## src/rtl/aes_pkg.sv

```systemverilog
// Shared constants, state encoding and FIPS-197 vectors for the AES-128 controller.
package aes_pkg;

  localparam int BLK_W           = 128;
  localparam int LATENCY_DEF     = 10;
  localparam int KEY_LATENCY_DEF = 10;

  typedef enum logic [1:0] {
    IDLE     = 2'd0,
    KEY_WAIT = 2'd1,
    RUN      = 2'd2,
    DRAIN    = 2'd3
  } aes_state_e;

  localparam logic [127:0] FIPS_V1_KEY =
    128'h000102030405060708090a0b0c0d0e0f;
  localparam logic [127:0] FIPS_V1_PT =
    128'h00112233445566778899aabbccddeeff;
  localparam logic [127:0] FIPS_V1_CT =
    128'h69c4e0d86a7b0430d8cdb78070b4c55a;
  localparam logic [127:0] FIPS_B_KEY =
    128'h2b7e151628aed2a6abf7158809cf4f3c;
  localparam logic [127:0] FIPS_B_PT =
    128'h3243f6a8885a308d313198a2e0370734;
  localparam logic [127:0] FIPS_B_CT =
    128'h3925841d02dc09fbdc118597196a0b32;

endpackage

```

## src/rtl/aes_ctrl_fifo.sv

```systemverilog
// First-word-fall-through FIFO with occupancy count.
// Push into a full FIFO is allowed only together with a pop.
module aes_ctrl_fifo #(
  parameter int WIDTH = 128,
  parameter int DEPTH = 16
) (
  input  logic                     clk,
  input  logic                     rst_n,
  input  logic                     i_Push,
  input  logic [WIDTH-1:0]         i_Data,
  input  logic                     i_Pop,
  output logic [WIDTH-1:0]         o_Data,
  output logic                     o_Empty,
  output logic [$clog2(DEPTH):0]   o_Count
);

  localparam int AW = $clog2(DEPTH);

  logic [WIDTH-1:0] r_mem [DEPTH];
  logic [AW-1:0]    r_wr;
  logic [AW-1:0]    r_rd;
  logic [AW:0]      r_cnt;
  logic             w_full;
  logic             w_pop;
  logic             w_push;

  assign o_Empty = (r_cnt == '0);
  assign w_full  = (r_cnt == (AW+1)'(DEPTH));
  assign w_pop   = i_Pop && !o_Empty;
  assign w_push  = i_Push && (!w_full || w_pop);
  assign o_Data  = r_mem[r_rd];
  assign o_Count = r_cnt;

  always_ff @(posedge clk) begin
    if (w_push) r_mem[r_wr] <= i_Data;
  end

  always_ff @(posedge clk or negedge rst_n) begin
    if (!rst_n) begin
      r_wr  <= '0;
      r_rd  <= '0;
      r_cnt <= '0;
    end else begin
      if (w_push) r_wr <= r_wr + 1'b1;
      if (w_pop)  r_rd <= r_rd + 1'b1;
      r_cnt <= r_cnt + (AW+1)'(w_push) - (AW+1)'(w_pop);
    end
  end

  a_no_overflow: assert property (
    @(posedge clk) disable iff (!rst_n)
    !(i_Push && w_full && !w_pop)
  );

endmodule

```

## src/rtl/aes_encrypt_ctrl.sv

```systemverilog
// Handshake, credit and key-sequencing front end for the AES-128 pipeline.
// Define AES_CTRL_TAG_EN to carry a user tag alongside each block.
module aes_encrypt_ctrl
  import aes_pkg::*;
#(
  parameter int LATENCY     = LATENCY_DEF,
  parameter int KEY_LATENCY = KEY_LATENCY_DEF,
  parameter int FIFO_DEPTH  = 16,
  parameter int TAG_W       = 4
) (
  input  logic               clk,
  input  logic               rst_n,
  input  logic               i_Valid,
  output logic               o_Ready,
  input  logic [BLK_W-1:0]   i_Key,
  input  logic [BLK_W-1:0]   i_Plain_Text,
`ifdef AES_CTRL_TAG_EN
  input  logic [TAG_W-1:0]   i_Tag,
`endif
  output logic [BLK_W-1:0]   o_Pipe_Key,
  output logic [BLK_W-1:0]   o_Pipe_Plain_Text,
  input  logic [BLK_W-1:0]   i_Pipe_Cipher_Text,
  output logic               o_Valid,
  input  logic               i_Ready,
  output logic [BLK_W-1:0]   o_Cipher_Text,
`ifdef AES_CTRL_TAG_EN
  output logic [TAG_W-1:0]   o_Tag,
`endif
  output logic               o_Busy
);

`ifdef AES_CTRL_TAG_EN
  localparam int TW = TAG_W;
`else
  localparam int TW = 0 * TAG_W;
`endif
  localparam int DW = BLK_W + TW;
  localparam int CW = $clog2(FIFO_DEPTH) + 1;
  localparam int KW = $clog2(KEY_LATENCY + 1);
  localparam int IW = $clog2(LATENCY + 1);

  localparam logic [1:0] S_IDLE     = IDLE;
  localparam logic [1:0] S_KEY_WAIT = KEY_WAIT;
  localparam logic [1:0] S_RUN      = RUN;
  localparam logic [1:0] S_DRAIN    = DRAIN;

  logic [1:0]         r_state;
  logic [BLK_W-1:0]   r_key;
  logic [KW-1:0]      r_key_cnt;
  logic [LATENCY-1:0] r_vld;
  logic [IW-1:0]      r_inflight;
  logic [CW-1:0]      w_fifo_cnt;
  logic               w_fifo_empty;
  logic [DW-1:0]      w_fifo_d;
  logic [DW-1:0]      w_fifo_q;
  logic               w_key_match;
  logic               w_credit;
  logic               w_accept;
  logic               w_out_vld;

  assign w_key_match = (i_Key == r_key);
  assign w_credit    = (int'(r_inflight) + int'(w_fifo_cnt)) < FIFO_DEPTH;
  assign o_Ready     = (r_state == S_RUN) && w_key_match && w_credit;
  assign w_accept    = i_Valid && o_Ready;
  assign w_out_vld   = r_vld[LATENCY-1];

  assign o_Pipe_Key        = r_key;
  assign o_Pipe_Plain_Text = i_Plain_Text;
  assign o_Valid           = !w_fifo_empty;
  assign o_Cipher_Text     = w_fifo_q[BLK_W-1:0];
  assign o_Busy = (r_state != S_IDLE) || (r_inflight != '0) || !w_fifo_empty;

  always_ff @(posedge clk or negedge rst_n) begin
    if (!rst_n) begin
      r_state    <= S_IDLE;
      r_key      <= '0;
      r_key_cnt  <= '0;
      r_vld      <= '0;
      r_inflight <= '0;
    end else begin
      r_vld      <= {r_vld[LATENCY-2:0], w_accept};
      r_inflight <= r_inflight + IW'(w_accept) - IW'(w_out_vld);
      unique case (r_state)
        S_IDLE: begin
          if (i_Valid) begin
            r_key     <= i_Key;
            r_key_cnt <= KW'(KEY_LATENCY - 1);
            r_state   <= S_KEY_WAIT;
          end
        end
        S_KEY_WAIT: begin
          if (r_key_cnt == '0) r_state <= S_RUN;
          else r_key_cnt <= r_key_cnt - 1'b1;
        end
        S_RUN: begin
          if (i_Valid && !w_key_match) r_state <= S_DRAIN;
        end
        S_DRAIN: begin
          // Key may only change once the last old-key block has left the pipe
          if (r_inflight == '0) begin
            r_key     <= i_Key;
            r_key_cnt <= KW'(KEY_LATENCY - 1);
            r_state   <= S_KEY_WAIT;
          end
        end
        default: r_state <= S_IDLE;
      endcase
    end
  end

`ifdef AES_CTRL_TAG_EN
  logic [TAG_W-1:0] r_tag [LATENCY];

  always_ff @(posedge clk or negedge rst_n) begin
    if (!rst_n) begin
      for (int i = 0; i < LATENCY; i++) r_tag[i] <= '0;
    end else begin
      r_tag[0] <= i_Tag;
      for (int i = 1; i < LATENCY; i++) r_tag[i] <= r_tag[i-1];
    end
  end

  assign w_fifo_d = {r_tag[LATENCY-1], i_Pipe_Cipher_Text};
  assign o_Tag    = w_fifo_q[DW-1:BLK_W];
`else
  assign w_fifo_d = i_Pipe_Cipher_Text;
`endif

  aes_ctrl_fifo #(
    .WIDTH (DW),
    .DEPTH (FIFO_DEPTH)
  ) u_fifo (
    .clk     (clk),
    .rst_n   (rst_n),
    .i_Push  (w_out_vld),
    .i_Data  (w_fifo_d),
    .i_Pop   (i_Ready),
    .o_Data  (w_fifo_q),
    .o_Empty (w_fifo_empty),
    .o_Count (w_fifo_cnt)
  );

endmodule

```

## config.mk

```make
export PLATFORM = sky130hd
export DESIGN_NAME = aes_encrypt_ctrl
export DESIGN_NICKNAME = d
export VERILOG_FILES = /design/src/rtl/aes_pkg.sv /design/src/rtl/aes_ctrl_fifo.sv /design/src/rtl/aes_encrypt_ctrl.sv
export SDC_FILE = /design/constraint.sdc
export NUM_CORES = 2
export LEC_CHECK = 0
export CELL_PAD_IN_SITES_DETAIL_PLACEMENT = 1
export CELL_PAD_IN_SITES_GLOBAL_PLACEMENT = 2
export CORE_ASPECT_RATIO = 1.4
export CORE_MARGIN = 3
export CORE_UTILIZATION = 51
export CTS_BUF_LIST = sky130_fd_sc_hd__clkbuf_4 sky130_fd_sc_hd__clkbuf_8
export CTS_CLUSTER_SIZE = 12
export DETAILED_ROUTE_END_ITERATION = 6
export PLACE_DENSITY_LB_ADDON = 0.1
export REMOVE_ABC_BUFFERS = 1
export SYNTH_ARGS = -nofsm -noshare
export SYNTH_HDL_FRONTEND = slang
export SYNTH_SLANG_ARGS = --single-unit
export TNS_END_PERCENT = 1
```

## constraint.sdc

```tcl
create_clock -name clk -period 29 [get_ports clk]
set_clock_uncertainty 0.1 [all_clocks]
set_input_delay 5.8 -clock clk [delete_from_list [all_inputs] [get_ports clk]]
set_output_delay 5.8 -clock clk [all_outputs]
set_load 0.02 [all_outputs]
```

==> reports/metrics.yaml <==
cp.required_ns: 23.10
r2r_start: "u_fifo.o_Count[3]"
power.share.combinational: 0.287
numPortBuffers: 518
die_w_um: 352.2
synthDistinctLibCells: 37
dr.pass1.iters: 7
fin_nets: 4646
place_hpwl_um: 122900
cp-start-kind: "input pin"
rows: 177
hold_end: "r_vld[7]"
p_clk_frac: 0.296
cp-end-kind: "output port"
nFillCells: 13825
finalMaxSlewViolations: 0
cts-root-buf: "clkbuf_8"
ff2ff_path_depth: 8
routed_via_density: 6.048
drive_gt1_frac: 0.2950
internal-power_mw: 6.090
numCtsBuffers: 344
leakage_nw: 31.93
syn_to_final_growth_pct: 15.78
antenna_found_initial: 35
synth-main-ff-cell: "edfxtp_1"
max_slew.worst_pin.slew_ns: 1.314
drc: 0
worstHoldStart: "r_vld[6]"
synth_top_cell_by_area: "edfxtp_1"
p_seq_frac: 0.417
cts.sinks: 2209
coreArea_um2: 166500
syn_area_per_cell_um2: 23.79
finalSetupViolCount: 0
finish.instance_area_um2: 99060
avgRoutedWirePerCell_um: 34.03
switching_power_mw: 2.414
die_h_um: 490.6
worstPathMaxFanout: 3
grt_overflow: 0
cts_tree: "done"
min_path_cells: 0
min_period_over_period: 0.5090
ir_worst_vdd_v: 0.00007013
synthCells: 3596
vias: 40618
relSlewSlack: 0.1222
synth-edff-count: 2048
finalHoldViolations: 0
netlist.area_leader.share: 0.7188
cellPowerDensity_nw_per_um2: 85.84
drt_iter0_markers: 3613
outcome: "finished clean"
hold_buffers: 0
synth_area_leaders: "edfxtp_1 (72%), mux4_2 (17%), dfrtp_1 (4.7%)"
min_period_ns: 14.76
hold_path_class: "register to register"
cts_buffer_depth: 4
grt.total_usage: 0.2670
postRouteWirelength_um: 228600
rrSetupSlack_ns: 24.27
synth_area_um2: 85560
rsz0062_at_grt: "no"
h-tree-depth: 5
fmax_mhz: 67.75
cts_setup_buffers: 0
grt_pass1_vias: 44400
synth-seq-cells: 2209
grt_pass1_wl_um: 327700
start_util: 0.5137
r2r-end: "u_fifo.r_mem[8][86]"
drtAntennaViolNets: 0
clk_latency_ns: 1.01
grt_max_degree: 137
critical_path_class: "input pin to output port"
setup_tns_ns: 0
cap_violations: 0
yosysSeqAreaShare: 0.7659
async_flop_share: 0.07288
die_area_um2: 172800
switching_share: 0.2839
cts_resized: 0
clkTransAtPathRegs_ns: 0.06
gp_congestion: 0.7713
placed_cell_area_um2: 92530
ios: 775
worstPathArrival_ns: 8.86
yosys_warnings: 0
## flip-flops by register name, summed over array words and instances (netlist names)
register,cells
u_fifo.r_mem,2048
o_Pipe_Key,128
r_vld,10
u_fifo.o_Count,5
r_inflight,4
r_key_cnt,4
u_fifo.r_rd,4
u_fifo.r_wr,4
r_state,2
## final cells by class
class                           count  area [um^2]  share of cell area
Sequential cell                  2209        65540              0.6616
Timing Repair Buffer              579         5832             0.05887
Antenna cell                        8        20.02           0.0002021
Clock buffer                      447         5614             0.05667
Inverter                           28        105.1            0.001061
Tap cell                         2237         2799             0.02825
Multi-Input combinational cell   1068        18250              0.1843
Clock inverter                    140        893.4            0.009018
## stage by stage
stage,instances,power (mW),util,hold slack [ns],setup WS [ns]
floorplan,3305,6.405,-,0.2312,1.645
global placement,6121,6.094,0.5556,0.2340,14.04
detailed placement,6121,6.103,0.5556,0.2364,14.04
CTS,6708,8.636,0.5947,0.2492,14.03
global route,6711,8.866,0.5947,0.2549,14.15
finish,6716,8.503,0.5948,0.2457,14.24
## cell usage in the layout, fill, tap and decap left out, types with 5 or more instances in the layout
cell	n
xnor2_1	137
clkdlybuf4s50_1	517
nor2_4	12
dfrtp_1	157
a211oi_1	5
nand2_1	11
bufinv_16	11
o21ai_0	6
clkinv_2	43
mux2i_1	7
clkinv_1	80
inv_1	28
nor2b_1	8
mux4_2	635
nand4_1	36
buf_12	15
diode_2	8
nor4_1	8
mux2_2	92
edfxtp_1	2048
clkbuf_8	361
nor2_1	7
a21oi_1	13
clkbuf_4	86
ha_1	26
buf_4	46
mux2_1	37
## worst max path at each step
stage / from / to / slack, ns
after global routing: i_Key[32] / o_Ready / 14.15
after global placement: i_Key[32] / o_Ready / 14.04
after detailed placement: i_Key[32] / o_Ready / 14.04
final: i_Key[32] / o_Ready / 14.24
after floorplan: u_fifo.r_rd[0] / o_Cipher_Text[113] / 1.65
after CTS: i_Key[32] / o_Ready / 14.03
## cells in the mapped netlist (3+ instances only)
cell type / number
edfxtp_1: 2048
mux4_2: 635
dfrtp_1: 161
buf_4: 155
xnor2_1: 137
mux2_2: 92
clkbuf_1: 61
buf_2: 54
mux2_1: 37
nand4_1: 36
inv_1: 28
ha_1: 26
nor2_1: 19
buf_1: 15
a21oi_1: 13
nand2_1: 11
nor2b_1: 8
nor4_1: 8
mux2i_1: 7
buf_6: 6
nor3_1: 6
o21ai_0: 6
a211oi_1: 5
nand2b_1: 3
nand3_1: 3
xor2_1: 3
## logic make-up after synthesis
logic type,count (synthesis),share of synthesized area
DFF,2209,0.7659
muxes,771,0.1850
buffers and inverters,319,0.02211
xor gates and xnor gates,140,0.01433
and+or+nand+nor,96,0.006025
AOI/OAI and AO/OA,33,0.002399
adders and majority gates,28,0.004270
## power groups by stage
stage	Combinational [mW]	Sequential, mW	Clock [mW]
final	2.44	3.55	2.51
after global routing	2.59	3.55	2.73
after CTS	2.50	3.55	2.59
after detailed placement	2.49	3.62	0
after global placement	2.48	3.62	0
after floorplan	2.53	3.88	0
## metal layers
layer  wire, um  GRT usage
met5       1564    0.05389
met4       3651    0.05594
met3      26180     0.1201
met2     109200     0.4172
met1      87940     0.3447
## worst max-delay path, stage by stage
cell and delay, ns:
clkdlybuf4s50_1 0.44, xnor2_1 0.32, nand4_1 0.16, nor4_1 0.47
nand4_1 0.49, nor3_1 0.47, clkdlybuf4s50_1 0.70
(Power assumes the default switching activity.)
